[config.mk]
export PLATFORM = sky130hd
export DESIGN_NAME = bram_stream_reader
export DESIGN_NICKNAME = d
export VERILOG_FILES = /design/src/rtl/systolic_pkg.sv /design/src/rtl/sync_fifo.sv /design/src/rtl/bram_stream_reader.sv
export SDC_FILE = /design/constraint.sdc
export NUM_CORES = 1
export LEC_CHECK = 0
export BUFFER_PORTS_ARGS = -buffer_cell sky130_fd_sc_hd__buf_2
export CAP_MARGIN = 20
export CORE_ASPECT_RATIO = 0.7
export CORE_MARGIN = 10
export CORE_UTILIZATION = 51
export CTS_BUF_LIST = sky130_fd_sc_hd__clkbuf_8 sky130_fd_sc_hd__clkbuf_16
export DETAILED_ROUTE_END_ITERATION = 16
export HOLD_SLACK_MARGIN = 0.1
export PLACE_DENSITY_LB_ADDON = 0.25
export SLEW_MARGIN = 15
export SYNTH_ARGS = -nofsm -noshare
export SYNTH_HDL_FRONTEND = slang
export SYNTH_SLANG_ARGS = --single-unit
[constraint.sdc]
create_clock -name clk -period 4.9 [get_ports clk]
set_input_delay 0.245 -clock clk [delete_from_list [all_inputs] [get_ports clk]]
set_output_delay 0.245 -clock clk [all_outputs]
set_load 0.03 [all_outputs]
[src/rtl/systolic_pkg.sv]
`default_nettype none
// ============================================================================
//  Module   : systolic_pkg
//  Brief    : Shared types and default widths for the systolic feed blocks.
//  Revision : 1.0 - initial release
// ============================================================================
package systolic_pkg;

  localparam int DEF_DATA_W    = 64;
  localparam int DEF_IN_ADDR_W = 12;
  localparam int DEF_WT_ADDR_W = 11;

  typedef enum logic [1:0] {
    ST_IDLE  = 2'd0,
    ST_ISSUE = 2'd1,
    ST_DRAIN = 2'd2,
    ST_DONE  = 2'd3
  } rd_state_t;

endpackage
`default_nettype wire

[src/rtl/sync_fifo.sv]
`default_nettype none
// ============================================================================
//  Module   : sync_fifo
//  Brief    : Single-clock FIFO, power-of-two depth, with count/full/empty.
//  Revision : 1.0 - initial release
// ============================================================================
module sync_fifo #(
  parameter int DEPTH = 4,
  parameter int WIDTH = 8
) (
  input  logic                         clk,
  input  logic                         rst,
  input  logic                         wr_en,
  input  logic [WIDTH-1:0]             wr_data,
  input  logic                         rd_en,
  output logic [WIDTH-1:0]             rd_data,
  output logic [$clog2(DEPTH):0]       count,
  output logic                         full,
  output logic                         empty
);

  localparam int AW = (DEPTH > 1) ? $clog2(DEPTH) : 1;
  localparam int CW = $clog2(DEPTH) + 1;

  logic [WIDTH-1:0] r_mem [DEPTH];
  logic [AW-1:0]    r_wr_ptr;
  logic [AW-1:0]    r_rd_ptr;
  logic [CW-1:0]    r_count;
  logic             w_wr_ok;
  logic             w_rd_ok;

  assign empty = (r_count == CW'(0));
  assign full  = (r_count == CW'(DEPTH));
  assign count = r_count;

  // Simultaneous read+write is legal when full or empty; the empty case falls through.
  assign w_wr_ok = wr_en && (!full || rd_en);
  assign w_rd_ok = rd_en && (!empty || wr_en);
  assign rd_data = empty ? wr_data : r_mem[r_rd_ptr];

  always_ff @(posedge clk) begin
    if (w_wr_ok) begin
      r_mem[r_wr_ptr] <= wr_data;
    end
  end

  always_ff @(posedge clk) begin
    if (rst) begin
      r_wr_ptr <= '0;
      r_rd_ptr <= '0;
      r_count  <= '0;
    end else begin
      if (w_wr_ok) r_wr_ptr <= r_wr_ptr + AW'(1);
      if (w_rd_ok) r_rd_ptr <= r_rd_ptr + AW'(1);
      if (w_wr_ok && !w_rd_ok) begin
        r_count <= r_count + CW'(1);
      end else if (!w_wr_ok && w_rd_ok) begin
        r_count <= r_count - CW'(1);
      end
    end
  end

endmodule
`default_nettype wire

[src/rtl/bram_stream_reader.sv]
`default_nettype none
// ============================================================================
//  Module   : bram_stream_reader
//  Brief    : Lockstep input/weight BRAM read sequencer with credit-based
//             latency absorption and a valid/ready paired-word output stream.
//  Revision : 1.0 - initial release
// ============================================================================
module bram_stream_reader
  import systolic_pkg::*;
#(
  parameter int DATA_W     = DEF_DATA_W,
  parameter int IN_ADDR_W  = DEF_IN_ADDR_W,
  parameter int WT_ADDR_W  = DEF_WT_ADDR_W,
  parameter int LEN_W      = 16,
  parameter int RD_LAT     = 1,
  parameter int FIFO_DEPTH = 4
) (
  input  logic                 clk,
  input  logic                 rst,
  input  logic                 start,
  input  logic [IN_ADDR_W-1:0] in_base,
  input  logic [WT_ADDR_W-1:0] wt_base,
  input  logic [LEN_W-1:0]     len,
  input  logic [LEN_W-1:0]     wt_len,
  output logic                 busy,
  output logic                 done,
  output logic                 in_en,
  output logic [IN_ADDR_W-1:0] in_addr,
  input  logic [DATA_W-1:0]    in_dout,
  output logic                 wt_en,
  output logic [WT_ADDR_W-1:0] wt_addr,
  input  logic [DATA_W-1:0]    wt_dout,
  output logic                 out_valid,
  input  logic                 out_ready,
  output logic [DATA_W-1:0]    out_in_data,
  output logic [DATA_W-1:0]    out_wt_data
);

  localparam int CW = $clog2(FIFO_DEPTH) + 1;

  rd_state_t            r_state;
  logic [LEN_W-1:0]     r_len;
  logic [LEN_W-1:0]     r_wt_len;
  logic [LEN_W-1:0]     r_issue_cnt;
  logic [LEN_W-1:0]     r_wt_cnt;
  logic [IN_ADDR_W-1:0] r_in_addr;
  logic [WT_ADDR_W-1:0] r_wt_base;
  logic [WT_ADDR_W-1:0] r_wt_addr;
  logic                 r_busy;
  logic                 r_done;
  logic [RD_LAT-1:0]    r_vpipe;

  logic [CW-1:0]         w_fifo_count;
  logic                  w_fifo_full;
  logic                  w_fifo_empty;
  logic [2*DATA_W-1:0]   w_fifo_rdata;
  logic                  w_pop;
  logic                  w_issue;
  logic                  w_can_issue;
  logic                  w_drained;
  logic [7:0]            w_vsum;
  logic [7:0]            w_pending;

  assign w_pop = !w_fifo_empty && out_ready;

  always_comb begin
    w_vsum = '0;
    for (int i = 0; i < RD_LAT; i++) begin
      w_vsum = w_vsum + 8'(r_vpipe[i]);
    end
  end

  // Entries that will still need FIFO room once this cycle's pop retires.
  assign w_pending   = 8'(w_fifo_count) + w_vsum - 8'(w_pop);
  assign w_can_issue = (w_pending < 8'(FIFO_DEPTH)) && !(w_fifo_full && !w_pop);
  assign w_issue     = (r_state == ST_ISSUE) && w_can_issue;

  assign w_drained = (r_vpipe == '0) &&
                     ((w_fifo_count == CW'(0)) || ((w_fifo_count == CW'(1)) && w_pop));

  generate
    if (RD_LAT == 1) begin : g_pipe_single
      always_ff @(posedge clk) begin
        if (rst) r_vpipe <= '0;
        else     r_vpipe <= w_issue;
      end
    end else begin : g_pipe_multi
      always_ff @(posedge clk) begin
        if (rst) r_vpipe <= '0;
        else     r_vpipe <= {r_vpipe[RD_LAT-2:0], w_issue};
      end
    end
  endgenerate

  always_ff @(posedge clk) begin
    if (rst) begin
      r_state     <= ST_IDLE;
      r_len       <= '0;
      r_wt_len    <= '0;
      r_issue_cnt <= '0;
      r_wt_cnt    <= '0;
      r_in_addr   <= '0;
      r_wt_base   <= '0;
      r_wt_addr   <= '0;
      r_busy      <= 1'b0;
      r_done      <= 1'b0;
    end else begin
      case (r_state)
        ST_IDLE: begin
          r_done <= 1'b0;
          if (start) begin
            r_len       <= len;
            r_wt_len    <= wt_len;
            r_issue_cnt <= '0;
            r_wt_cnt    <= '0;
            r_in_addr   <= in_base;
            r_wt_base   <= wt_base;
            r_wt_addr   <= wt_base;
            r_busy      <= 1'b1;
            if (len == '0) begin
              r_state <= ST_DONE;
              r_done  <= 1'b1;
            end else begin
              r_state <= ST_ISSUE;
            end
          end
        end
        ST_ISSUE: begin
          if (w_issue) begin
            r_issue_cnt <= r_issue_cnt + LEN_W'(1);
            r_in_addr   <= r_in_addr + IN_ADDR_W'(1);
            if ((r_wt_len != '0) && (r_wt_cnt == r_wt_len - LEN_W'(1))) begin
              r_wt_addr <= r_wt_base;
              r_wt_cnt  <= '0;
            end else begin
              r_wt_addr <= r_wt_addr + WT_ADDR_W'(1);
              r_wt_cnt  <= r_wt_cnt + LEN_W'(1);
            end
            if (r_issue_cnt == r_len - LEN_W'(1)) begin
              r_state <= ST_DRAIN;
            end
          end
        end
        ST_DRAIN: begin
          if (w_drained) begin
            r_state <= ST_DONE;
            r_done  <= 1'b1;
          end
        end
        ST_DONE: begin
          r_done  <= 1'b0;
          r_busy  <= 1'b0;
          r_state <= ST_IDLE;
        end
        default: begin
          r_state <= ST_IDLE;
          r_done  <= 1'b0;
          r_busy  <= 1'b0;
        end
      endcase
    end
  end

  sync_fifo #(
    .DEPTH (FIFO_DEPTH),
    .WIDTH (2 * DATA_W)
  ) u_fifo (
    .clk     (clk),
    .rst     (rst),
    .wr_en   (r_vpipe[RD_LAT-1]),
    .wr_data ({in_dout, wt_dout}),
    .rd_en   (w_pop),
    .rd_data (w_fifo_rdata),
    .count   (w_fifo_count),
    .full    (w_fifo_full),
    .empty   (w_fifo_empty)
  );

  assign busy        = r_busy;
  assign done        = r_done;
  assign in_en       = w_issue;
  assign wt_en       = w_issue;
  assign in_addr     = r_in_addr;
  assign wt_addr     = r_wt_addr;
  assign out_valid   = !w_fifo_empty;
  assign out_in_data = w_fifo_empty ? '0 : w_fifo_rdata[2*DATA_W-1:DATA_W];
  assign out_wt_data = w_fifo_empty ? '0 : w_fifo_rdata[DATA_W-1:0];

endmodule
`default_nettype wire

# After elaboration in Yosys (flattened, before gate mapping)
# Memory sizes are Yosys's and may differ from the RTL's. A register that Yosys moved wholly into a read port is not among the register bits.
# Index checks and enable logic that the tools add are counted.
word_totals:
  regBits: 110
  ram_bits: 512
  inputBits: 187
  output_inout_bits: 156
  memories: 1
op_classes:
  n_addsub: 12
  magnitude_cmp: 1
  n_eq_ne: 11
  muxes: 33
  bitwise_logic: 1
  n_reduce_logical: 33
mem_list:
  columns: ["name", "words", "word_bits", "rd", "rd_clocked_by_memory_dff", "wr", "line", "text"]
  rows:
  - ["u_fifo.r_mem", 4, 128, 1, 1, 1, "sync_fifo.sv:25", "logic [WIDTH-1:0] r_mem [DEPTH];"]
ops:
  columns: ["cell", "count"]
  rows:
  - ["64-bit two-way mux", 2]
  - ["16-bit two-way mux", 4]
  - ["16-bit one-hot mux with 2 select lines", 2]
  - ["11-bit two-way mux", 3]
  - ["16-bit by 1-bit adder with 16-bit output (second input constant)", 2]
  - ["16-bit equality test", 2]
  - ["16-bit by 1-bit subtractor with 16-bit output (second input constant)", 2]
  - ["12-bit two-way mux", 2]
  - ["12-bit one-hot mux with 2 select lines", 1]
  - ["11-bit one-hot mux with 2 select lines", 1]
  - ["16-bit zero test", 1]
  - ["16-bit nonzero test", 1]
  - ["2-bit two-way mux", 7]
  - ["12-bit by 1-bit adder with 12-bit output (second input constant)", 1]
  - ["11-bit by 1-bit adder with 11-bit output (second input constant)", 1]
  - ["1-bit logical AND", 11]
  - ["8-bit by 3-bit < comparator with 1-bit output (second input constant)", 1]
  - ["2-bit one-hot mux with 4 select lines", 1]
  - ["1-bit zero test", 6]
  - ["1-bit two-way mux", 6]
  - ["3-bit two-way mux", 2]
  - ["2-bit inequality test (second input constant)", 3]
  - ["2-bit AND reduction", 3]
  - ["2-bit nonzero test", 3]
  - ["other kinds (19)", 23]

# Logic depth before layout (Yosys ltp)
# Gate-level depths: netlist of the first run.
depth:
  word_depth: 10
  ltp_mapped: 17
  ltp_nobuf: 15

# By module
# A second synthesis of the first run with hierarchy kept.
unflattened:
  hier_cells: 1795
  hier_area_um2: 27505.1
by_module_without_submodules:
  columns: ["module", "instances", "cells_per_inst", "area_each_um2", "seq_area_each_um2"]
  rows:
  - ["sync_fifo", 1, 859, 20468.4, 15554.9]
  - ["bram_stream_reader", 1, 936, 7036.7, 2062.0]

# Worst setup path before layout of the first run
# No wires, ideal clock.
synth_timing:
  path_kind: "flip-flop to flip-flop"
  startpoint: "register u_fifo.r_count[0] (netlist: u_fifo.count[0])"
  endpoint: "memory u_fifo.r_mem[1][0] in the netlist's numbering, enable pin"
  setup_ns: 0.502
  arrival_time_ns: 4.166
  required_time_ns: 4.398
  path_slack_ns: 0.232
  stages_incl_launch_ff: 6
  period_less_slack_ns: 4.668
  path_cell_list: "dfxtp_1 inv_1 ha_1 nor2b_1 a21boi_1 and2_1"
synth_via:
  elab_chain_cells: 7
  elab_cells_between_ends: 9
  classes_between: "eq/ne: 1; mux: 2; reduce/logical: 6"
synth_lines:
  columns: ["item", "line", "text"]
  rows:
  - ["start, declared", "sync_fifo.sv:28", "logic [CW-1:0] r_count;"]
  - ["start signal, assigned", "sync_fifo.sv:56", "r_count <= r_count + CW'(1);"]
  - ["start signal, assigned", "sync_fifo.sv:58", "r_count <= r_count - CW'(1);"]
  - ["3-bit zero test", "sync_fifo.sv:32", "assign empty = (r_count == CW'(0));"]
  - ["1-bit zero test", "bram_stream_reader.sv:64", "assign w_pop = !w_fifo_empty && out_ready;"]
  - ["1-bit logical AND", "bram_stream_reader.sv:64", null]
  - ["1-bit logical OR *", "sync_fifo.sv:37", "assign w_wr_ok = wr_en && (!full || rd_en);"]
  - ["1-bit logical AND *", "sync_fifo.sv:37", null]
  - ["net u_fifo.w_wr_ok", "sync_fifo.sv:29", "logic w_wr_ok;"]
  - ["1-bit two-way mux *", "sync_fifo.sv:42", "if (w_wr_ok) begin"]
  - ["1-bit two-way mux (not written as such) *", "sync_fifo.sv:43", "r_mem[r_wr_ptr] <= wr_data;"]
  - ["end, declared", "sync_fifo.sv:25", null]
# Mark *: on every way through the listed nets, which the timed path passes. The rest lies on a longest branch.

# Worst setup path in the final report of the first run
layout_timing:
  startpoint: "register u_fifo.r_count[0] (netlist: u_fifo.count[0])"
  endpoint: "register r_issue_cnt[11]"
layout_via:
  elab_chain_cells: 10
  elab_cells_between_ends: 14
  classes_between: "add/sub: 2; order compare: 1; eq/ne: 2; reduce/logical: 9"
layout_lines:
  columns: ["item", "line", "text"]
  rows:
  - ["branches (longest 6 deep; another with 8-bit by 3-bit < comparator with 1-bit output)", null, null]
  - ["1-bit logical AND *", "bram_stream_reader.sv:75", "assign w_can_issue = (w_pending < 8'(FIFO_DEPTH)) && !(w_fifo_full && !w_pop);"]
  - ["1-bit logical AND *", "bram_stream_reader.sv:76", "assign w_issue = (r_state == ST_ISSUE) && w_can_issue;"]
  - ["2-bit inequality test (no line) *", null, null]
  - ["3-bit AND reduction (no line) *", null, null]
  - ["end signal, assigned", "bram_stream_reader.sv:130", "r_issue_cnt <= r_issue_cnt + LEN_W'(1);"]
  - ["end, declared", "bram_stream_reader.sv:44", "logic [LEN_W-1:0] r_issue_cnt;"]
# Every way passes the cells marked *.
# A chain may end at the register's enable or synchronous reset.

==> results of run 1 <==
## state kept, by name, summed over array words and instances (netlist names), named ones only
name,cells
r_len,16
r_state,2
r_vpipe,1
r_issue_cnt,16
u_fifo.r_mem,512
r_wt_cnt,16
u_fifo.count,3
done,1
busy,1
r_wt_len,16
r_wt_base,11
u_fifo.r_rd_ptr,2
u_fifo.r_wr_ptr,2
in_addr,12
wt_addr,11
## worst reg2reg max path, cell delays in order, from the launching register on
cell	delay [ns]
dfxtp_1	0.40
inv_1	0.11
ha_1	0.26
nand2_4	0.08
and2_1	0.21
ha_1	0.17
inv_1	0.04
ha_1	0.29
and3b_1	0.19
o21ai_0	0.16
o211ai_1	0.15
a211oi_2	0.65
nand3_1	0.42
or3_1	0.45
a21oi_1	0.13
## metal layers
metal	vias to the layer above	global-route usage	wire length, µm
met3	101	0.04353	3711
li1	7164	-	-
met2	457	0.3338	29940
met5	-	0	8
met4	2	0.04688	1238
met1	7850	0.2654	25470
## path summary, 6_finish.rpt
check | start | end | slack [ns] | cells after the start
min reg2reg | r_wt_base[5] | r_wt_base[5] | 0.46 | 2
min | start | done | 0.15 | 4
max | u_fifo.count[0] | r_issue_cnt[11] | 1.12 | 14
max reg2reg | u_fifo.count[0] | r_issue_cnt[11] | 1.12 | 14
## cell families (layout without fill, tap and decap cells)
group / after synthesis / count (layout)
flops: 624 / 624
simple gates: 467 / 467
compound gates: 157 / 157
mux: 148 / 148
buf+inv: 109 / 678
xor+xnor: 79 / 79
fa+ha+maj: 24 / 24
other cells: 0 / 6
## power by group
| group | internal [mW] | switching [mW] |
|---|---|---|
| Combinational | 2.15 | 3.70 |
| Clock | 2.14 | 1.91 |
| Sequential | 6.14 | 0.336 |
## area by class of cell
cell class | count | area, µm² | share of cell area
sequential | 624 | 17620 | 0.5587
multi-input combinational | 875 | 7487 | 0.2373
timing repair buffer | 551 | 3814 | 0.1209
clock buffer | 56 | 1401 | 0.04442
tap | 665 | 832.0 | 0.02638
clock inverter | 47 | 282.8 | 0.008964
inverter | 24 | 90.09 | 0.002856
antenna | 6 | 15.01 | 0.0004759
## through the flow
stage                     setup slack [ns]  power (mW)  utilization  area (µm²)  std cells
after floorplan                     0.2320       10.59            -       25510       1608
after global placement               1.240       12.29       0.5677       28020       2556
after detailed placement             1.195       12.36       0.5677       28020       2556
after CTS                            1.143       16.53       0.6390       31530       2842
after global routing                0.7087       17.19       0.6392       31540       2847
final                                1.123       16.37       0.6393       31550       2848
## placed cells by master, fill, tap and decap left out, types with 11 or more instances in the layout
cell type	instances
a21oi_1	71
a22oi_1	12
and2_1	132
and3_1	12
buf_2	342
buf_4	20
clkbuf_16	56
clkinv_1	15
dfxtp_1	110
dlygate4sd3_1	183
edfxtp_1	512
ha_1	24
inv_1	40
mux2i_1	19
mux4_2	128
nand2_1	133
nand3_1	22
nand4_1	11
nor2_1	83
nor3_1	19
o21ai_0	21
o22ai_1	12
xnor2_1	36
xor2_1	43
==> key figures, run 1 <==
Outcome
  • Outcome: finished, final reports clean

Clock network
  • Deepest clock path buffer count: 3
  • CTS Hold Buffers Added: 183
  • Htree depth: 2
  • Clk_lat worst skew: 0.60 ns
  • Sink Count: 624
  • Resized Gates After CTS: 0
  • CTS clk-pin slew, worst paths: 0.07 ns
  • Post-CTS setup buffer count: 0
  • CTS tree: done
  • CTS buffer count: 56
  • CTS root buf: clkbuf_16

Final layout
  • Layout cells sized above 1: 0.2696
  • Fillers: 3,550
  • Layout area overhead: 23.65%
  • Nets: 2,343

Pwr
  • Peak supply drop: 0.0004073 V
  • PD cells: roughly 520 mW/mm²
  • LEAKAGE: 11.35 nW

Timing
  • RSZ-0062 raised after global routing: false
  • Final hold vios: 0
  • Slew @ Worst Pin: around 1.1 ns
  • Clock skew: 0.02862 ns
  • Max-Slew Margin vs Limit: 0.2850
  • Crit share post-route: 0.7709
  • FMAX: 264.7 MHz
  • Final setup fails: 0
  • Tmin final: roughly 3.8 ns
  • Max-slew violation count: 0
  • Post-Route Setup TNS: 0 ns
  • Hold WS: about 0.15 ns

Synth
  • Top cell type's share of synthesized area: 0.6026
  • Syn. warnings: 0
  • Commonest cells in the synthesized netlist: edfxtp_1, and2_1, nand2_1, mux4_2, dfxtp_1
  • Simple-gate share of the synthesized area: 0.09456
  • Syn Std Cell Area: 0.02551 mm²
  • Asr flop ratio synth: 0
  • Compound-Gate Fraction of Synth Area: 0.03830
  • Seq/Total Area, Yosys: 0.6905
  • Most used flip-flop cell after synthesis: edfxtp_1
  • Synth Net Count: 1,819
  • Main combinational cell family by area after synthesis: multiplexers
  • Post-Synthesis Cells: 1,608
  • XOR/XNOR share of the synthesized area: 0.02712
  • EDFF count, synth: 512
  • Synth area leaders: edfxtp_1, mux4_2, dfxtp_1
  • Count leader, synth: edfxtp_1
  • Synth cell types: 67
  • Syn_area_per_cell: between 15 and 20 µm²
  • Mux cell area share after synthesis: 0.1210
  • Largest area contributor in the netlist: edfxtp_1
  • Adder-cell share of the synthesized area: 0.01177
  • Yosys reg bits: 624

Drt
  • DR DRC count: 0
  • DRT antenna net count: 0
  • Routed len/inst: 21.20 µm
  • DRT Wirelength: slightly above 60 mm
  • Vias/cell: 5.468
  • DR pass1 iterations: 5
  • Routed via count: 15,570
  • DR iter-0 viols: 1,159

Placed design
  • Post-DP HPWL: about 38 mm
  • Gpl congestion: 0.8185
  • Buffers on Ports: 342

Setup path
  • CP max FO: 8
  • CP Class: flop to flop
  • Critical Path RT: ~5.4 ns
  • Critical path's slowest cell: a211oi_2
  • CP bufs+invs: 2
  • Crit-path cells: inv_1 -> ha_1 -> nand2_4 -> and2_1 -> ha_1 -> inv_1 -> ha_1 -> and3b_1 -> o21ai_0 -> o211ai_1 -> a211oi_2 -> nand3_1 -> or3_1 -> a21oi_1
  • CP startpoint kind: flop
  • Crit path max-delay family: simple AND/OR/NAND/NOR gates
  • Crit. End Element: flop
  • Worst stage delay on the critical path: 0.65 ns
  • WP data arrival: 4.29 ns
  • Most frequent CP cell: ha_1

Hold path
  • Worst min path class: input pin to flop

Die
  • Die Y: just over 200 µm
  • Die footprint: 0.05951 mm²
  • Top Ports: 343
  • Width of the die: 287.3 µm
  • Starting density of the core: 0.5170
  • Cell Rows: 68
  • Core ar.: 0.04935 mm²

Global route
  • Gr ovfl total: 0
  • GR Util All Layers: 0.2003
  • Initial antenna violation count: 7
  • Pin count of the biggest net entering global routing: 93
  • Global-route wire length before repair: 94.72 mm
  • Vias in the first global route: 16,280

Run
  • Max Cap Viol: 0
Note: power is estimated with default switching activity, not from simulation.
==> run 2, diff against run 1 <==
clock period = 3.6 ns   (was 4.9 ns; I/O delays follow)
==> run 2 against run 1 <==
Net effect: utilization up 0.65 points; critical path depth unchanged; wire length down 0.32%; die area unchanged; critical endpoint is now in_en; largest power group unchanged.
==> key figures, run 2 (synthesized netlist as in run 1, its figures left out) <==
Run
  • Max Cap Viol: 0

Drt
  • Routed via count: 15,570
  • DR DRC count: 0
  • Met1 WL: about 26 mm
  • WL met3: 3.692 mm
  • Routed len/inst: 20.97 µm
  • DRT antenna net count: 0
  • DR pass1 iterations: 5
  • DRT Wirelength: 60.17 mm
  • Vias/cell: about 5.4
  • DR iter-0 viols: 1,278
  • Met2 WL: ~30 mm
  • DR top layer: met4

Timing
  • Slew @ Worst Pin: 0.9659 ns
  • Final hold vios: 0
  • Tmin final: roughly 3.5 ns
  • Hold WS: 0.2222 ns
  • Clock skew: 0.01314 ns
  • Crit share post-route: 0.9605
  • Max-slew violation count: 0
  • FMAX: ~290 MHz
  • Max-Slew Margin vs Limit: 0.3537
  • Final setup fails: 0
  • Post-Route Setup TNS: 0 ns

Setup path
  • Worst r2r src: u_fifo.count[1]
  • CP max FO: 5
  • CP Launch Point: u_fifo.count[1]
  • Critical Path RT: 3.42 ns
  • WP data arrival: 3.28 ns
  • CP Class: flop to primary output
  • Crit. End Element: primary output
  • CP startpoint kind: flop

Global route
  • Vias in the first global route: 16,260
  • Pin count of the biggest net entering global routing: 85
  • Global-route wire length before repair: between 90 and 100 mm
  • Gr ovfl total: 0
  • GR Util All Layers: 0.2008
  • Initial antenna violation count: 13

Die
  • Top Ports: around 340
  • Core ar.: 0.04935 mm²
  • Starting density of the core: 0.5170
  • Width of the die: 287.3 µm
  • Cell Rows: 68
  • Die Y: between 200 and 250 µm
  • Die footprint: 0.05951 mm²

Pwr
  • PD cells: slightly above 700 mW/mm²
  • Peak supply drop: 0.0005088 V
  • LEAKAGE: 11.48 nW
  • PnR Total Power: 22.64 mW

Placed design
  • DP Area: 0.02818 mm²
  • Buffers on Ports: between 300 and 400
  • Post-DP HPWL: 38.03 mm
  • Gpl congestion: 0.8189

Final layout
  • Register with the most flip-flops: u_fifo.r_mem
  • Fillers: 3,529
  • Number of flip-flops in the largest register: between 500 and 600
  • Nets: 2,357
  • Final core occ: 0.6457
  • Layout area overhead: 24.90%
  • Commonest cells after routing, fill and taps aside: edfxtp_1, buf_2, dlygate4sd3_1, nand2_1, and2_1
  • Fin area: ~0.032 mm²
  • Layout cells sized above 1: 0.2743
  • Commonest non-fill, non-tap cell in the layout: edfxtp_1

Hold path
  • Hold_sp: rst
  • Worst min path class: input pin to flop

Clock network
  • Htree depth: 2
  • CTS buffer count: 57
  • Clk_lat worst skew: 0.60 ns
  • CTS root buf: clkbuf_16
  • Deepest clock path buffer count: 3
  • CTS tree: done
  • Sink Count: 624
  • CTS clk-pin slew, worst paths: 0.06 ns

Outcome
  • Outcome: finished, final reports clean
==> run 2: metrics by stage <==
stage | setup slack (ns) | std cells
global placement | 0.06706 | 2565
CTS | -0.01245 | 2854
floorplan | 0.3357 | 1608
finish | 0.1422 | 2869
detailed placement | -0.02934 | 2565
global route | -0.02467 | 2867
==> run 2: critical path: stages (launching register included) <==
cell,delay [ns]
dfxtp_1,0.34
inv_1,0.15
ha_2,0.25
nand2_4,0.05
and2_1,0.20
ha_1,0.20
inv_1,0.05
ha_1,0.23
and3b_1,0.19
o21ai_0,0.17
o211ai_1,0.13
buf_4,0.17
or2_4,0.24
inv_1,0.09
buf_2,0.21
==> run 2: final cells by class <==
type | count | area [µm²] | share of cell area
sequential | 624 | 17630 | 0.5531
multi-input combinational | 875 | 7507 | 0.2356
timing repair buffer | 564 | 4023 | 0.1262
clock buffer | 58 | 1451 | 0.04555
tap | 665 | 832.0 | 0.02611
clock inverter | 46 | 304.0 | 0.009541
inverter | 24 | 90.09 | 0.002827
antenna | 13 | 32.53 | 0.001021
==> run 2: routing by layer <==
layer,GRT usage,vias up
met2,0.3304,467
met4,0.05191,0
met3,0.04462,93
met1,0.2671,7796
met5,0,-
li1,-,7210
==> run 2: final timing paths <==
path	endpoint	slack, ns	cells after the start
max	in_en	0.14	14
min	u_fifo.count[1]	0.22	2
max reg2reg	wt_addr[0]	0.24	14
min reg2reg	r_wt_base[3]	0.46	2
==> run 2: power by group <==
part	switching, mW	leakage [nW]	internal, mW
Clock	2.57	0.919	3.13
Sequential	0.398	5.53	8.36
Combinational	5.16	5.03	3.04
Total	8.13	11.5	14.5
==> run 2: timing repair <==
action	CTS	global route
hold buffers	185	0
hold endpoints to repair	582	0
setup buffers	0	2
gates resized for setup	1	7
endpoints found under the setup margin	3	89
pin swaps	0	2
==> run 3, diff against run 2 <==
CELL_PAD_IN_SITES_DETAIL_PLACEMENT = 1   (was not set)
CELL_PAD_IN_SITES_GLOBAL_PLACEMENT = 2   (was not set)
CORE_UTILIZATION = 42   (was 51)
CTS_CLUSTER_SIZE = 14   (was not set)
GPL_TIMING_DRIVEN = 0   (was not set)
==> run 3 against run 2 <==
Net effect: clock skew is 0.016 ns higher; sequential share of layout area down 0.96 points; global-route usage shrank 0.40 points; maximum frequency rose by 1.7%.
==> key figures, run 3 (synthesized netlist as in run 1, its figures left out) <==
Hold path
  • Hold depth: 2
  • Worst min path class: input pin to flop
  • Hold_sp: wt_dout[58]
  • Endpoint of the worst hold path: u_fifo.r_mem[3][58]

Global route
  • Gr ovfl total: 0
  • Vias in the first global route: 17,450
  • Pin count of the biggest net entering global routing: 50
  • Initial antenna violation count: 13
  • Global-route wire length before repair: between 100 and 150 mm
  • GR Util All Layers: 0.1967

Pwr
  • Comb pwr share: 0.370
  • LEAKAGE: 11.58 nW
  • Peak supply drop: 0.0004194 V
  • Switching pwr: 8.718 mW
  • Internal power: 14.84 mW
  • Clock Power Share: 0.260
  • Reg power frac: 0.370
  • PD cells: ~730 mW/mm²
  • Sw frac: 0.3701

Die
  • Die footprint: 0.07116 mm²
  • Starting density of the core: 0.4248
  • Core ar.: 0.06006 mm²
  • Top Ports: 343
  • Width of the die: 314.6 µm
  • Die Y: 226.2 µm
  • Cell Rows: 75

Setup path
  • R2R Setup Slk: 0.28 ns
  • Critical path's slowest cell: clkbuf_1
  • Crit-path cells: clkbuf_1 -> buf_1 -> mux4_2 -> and2_1 -> buf_2
  • CP startpoint kind: flop
  • CP Class: flop to primary output
  • WP data arrival: approximately 3.2 ns
  • CP bufs+invs: 3
  • Critical Path RT: ~3.4 ns
  • CP max FO: 10
  • Crit. End Element: primary output
  • Worst stage delay on the critical path: 0.75 ns
  • Worst r2r src: u_fifo.count[0]
  • Crit path max-delay family: buffers and inverters
  • Worst r2r dst: wt_addr[0]
  • Worst Reg-to-Reg Cells: 14

Clock network
  • CTS tree: done
  • Sink Count: 624
  • CTS clk-pin slew, worst paths: 0.07 ns
  • Htree depth: 2
  • CTS root buf: clkbuf_16
  • Deepest clock path buffer count: 3
  • CTS buffer count: 59
  • Clk_lat worst skew: 0.63 ns

Outcome
  • Outcome: finished, final reports clean

Drt
  • Routed len/inst: 23.23 µm
  • DR DRC count: 0
  • DR pass1 iterations: 5
  • Met2 WL: roughly 35 mm
  • Vias/cell: 5.271
  • WL met3: 3.505 mm
  • Routed via count: 16,210
  • DR iter-0 viols: between 900 and 1,000
  • Met1 WL: 31.68 mm
  • DR top layer: met5
  • DRT Wirelength: 71.43 mm
  • DRT antenna net count: 0

Placed design
  • Buffers on Ports: about 340
  • Post-DP HPWL: ~48 mm
  • Gpl congestion: 0.7894
  • Placed insts: 2,768
  • DP Area: 0.02850 mm²

Timing
  • Final hold vios: 0
  • FMAX: 294.0 MHz
  • Slew @ Worst Pin: 1.011 ns
  • Max-Slew Margin vs Limit: 0.3259
  • Crit share post-route: 0.9448
  • Clock skew: just under 0.03 ns
  • Final setup fails: 0
  • Post-Route Setup TNS: 0 ns
  • Max-slew violation count: 0
  • Tmin final: 3.401 ns

Final layout
  • Register with the most flip-flops: u_fifo.r_mem
  • Multi-input logic area: between 0.007 and 0.008 mm²
  • Commonest cells after routing, fill and taps aside: edfxtp_1, buf_2, dlygate4sd3_1, nand2_1, and2_1
  • Layout area overhead: 27.12%
  • Reg area: 0.01763 mm²
  • Layout cells sized above 1: 0.2693
  • Fin area: 0.03243 mm²
  • Commonest non-fill, non-tap cell in the layout: edfxtp_1
  • Number of flip-flops in the largest register: 512
  • Fillers: about 5,900
  • Final cell count without fillers: ~3,100
  • Nets: roughly 2,400

Run
  • Max Cap Viol: 0
## run 3: cell types whose count changed in the layout (fill, tap and decap cells not counted), moves of 4 or more
cell and delta:
clkinv_1 +5, buf_4 -15, diode_2 -4, buf_16 +8
inv_1 -8, clkbuf_1 +55, clkbuf_2 +5, buf_12 -12
buf_1 +12
## run 3: per-layer routing
layer,global-route usage,up-vias
met5,0,-
met1,0.2669,8403
met2,0.3234,367
met4,0.04610,8
met3,0.03900,87
li1,-,7342
## run 3: layout make-up
cell class / count / area share
Inverter: 24 / 0.002855
Tap cell: 808 / 0.03117
Buffer: 82 / 0.01138
Clock buffer: 60 / 0.04630
Antenna cell: 9 / 0.0006945
Multi-Input combinational cell: 875 / 0.2326
Clock inverter: 51 / 0.01227
Sequential cell: 624 / 0.5435
Timing Repair Buffer: 542 / 0.1192
## run 3: power groups by stage
stage          combinational [mW]  sequential (mW)  clock (mW)
2_1_floorplan                5.46             8.93           0
3_3_place_gp                 8.28             8.83           0
3_5_place_dp                 8.46             8.85           0
4_1_cts                      8.80             8.70        6.28
5_1_grt                      9.42             8.76        6.60
6_report                     8.72             8.71        6.13
## run 3: how the worst max path moves through the flow
stage,to,slack [ns],depth (start not counted)
final,out_in_data[13],0.20,5
after global routing,out_in_data[8],-0.0003,5
after CTS,wt_en,0.005,14
after detailed placement,r_issue_cnt[15],-0.69,16
after global placement,u_fifo.r_mem[3][119],-1.28,5
after floorplan,u_fifo.r_mem[0][0],0.34,5
## run 3: through the flow
step | total power [mW] | hold slack (ns) | util | setup slack (ns)
floorplan | 14.39 | 0.2789 | - | 0.3357
global placement | 17.12 | 0.3907 | 0.4702 | -1.276
detailed placement | 17.31 | 0.3969 | 0.4746 | -0.6904
CTS | 23.78 | 0.2595 | 0.5389 | 0.005099
global route | 24.79 | 0.2775 | 0.5399 | -0.0002975
finish | 23.55 | 0.3019 | 0.5400 | 0.1987
## run 3: repair_timing
item,CTS,global route
endpoints found under the hold margin,587,0
gates resized for setup,26,15
hold buffers,186,0
pin swaps,3,2
endpoints found under the setup margin,168,53
buffers inserted,4,0
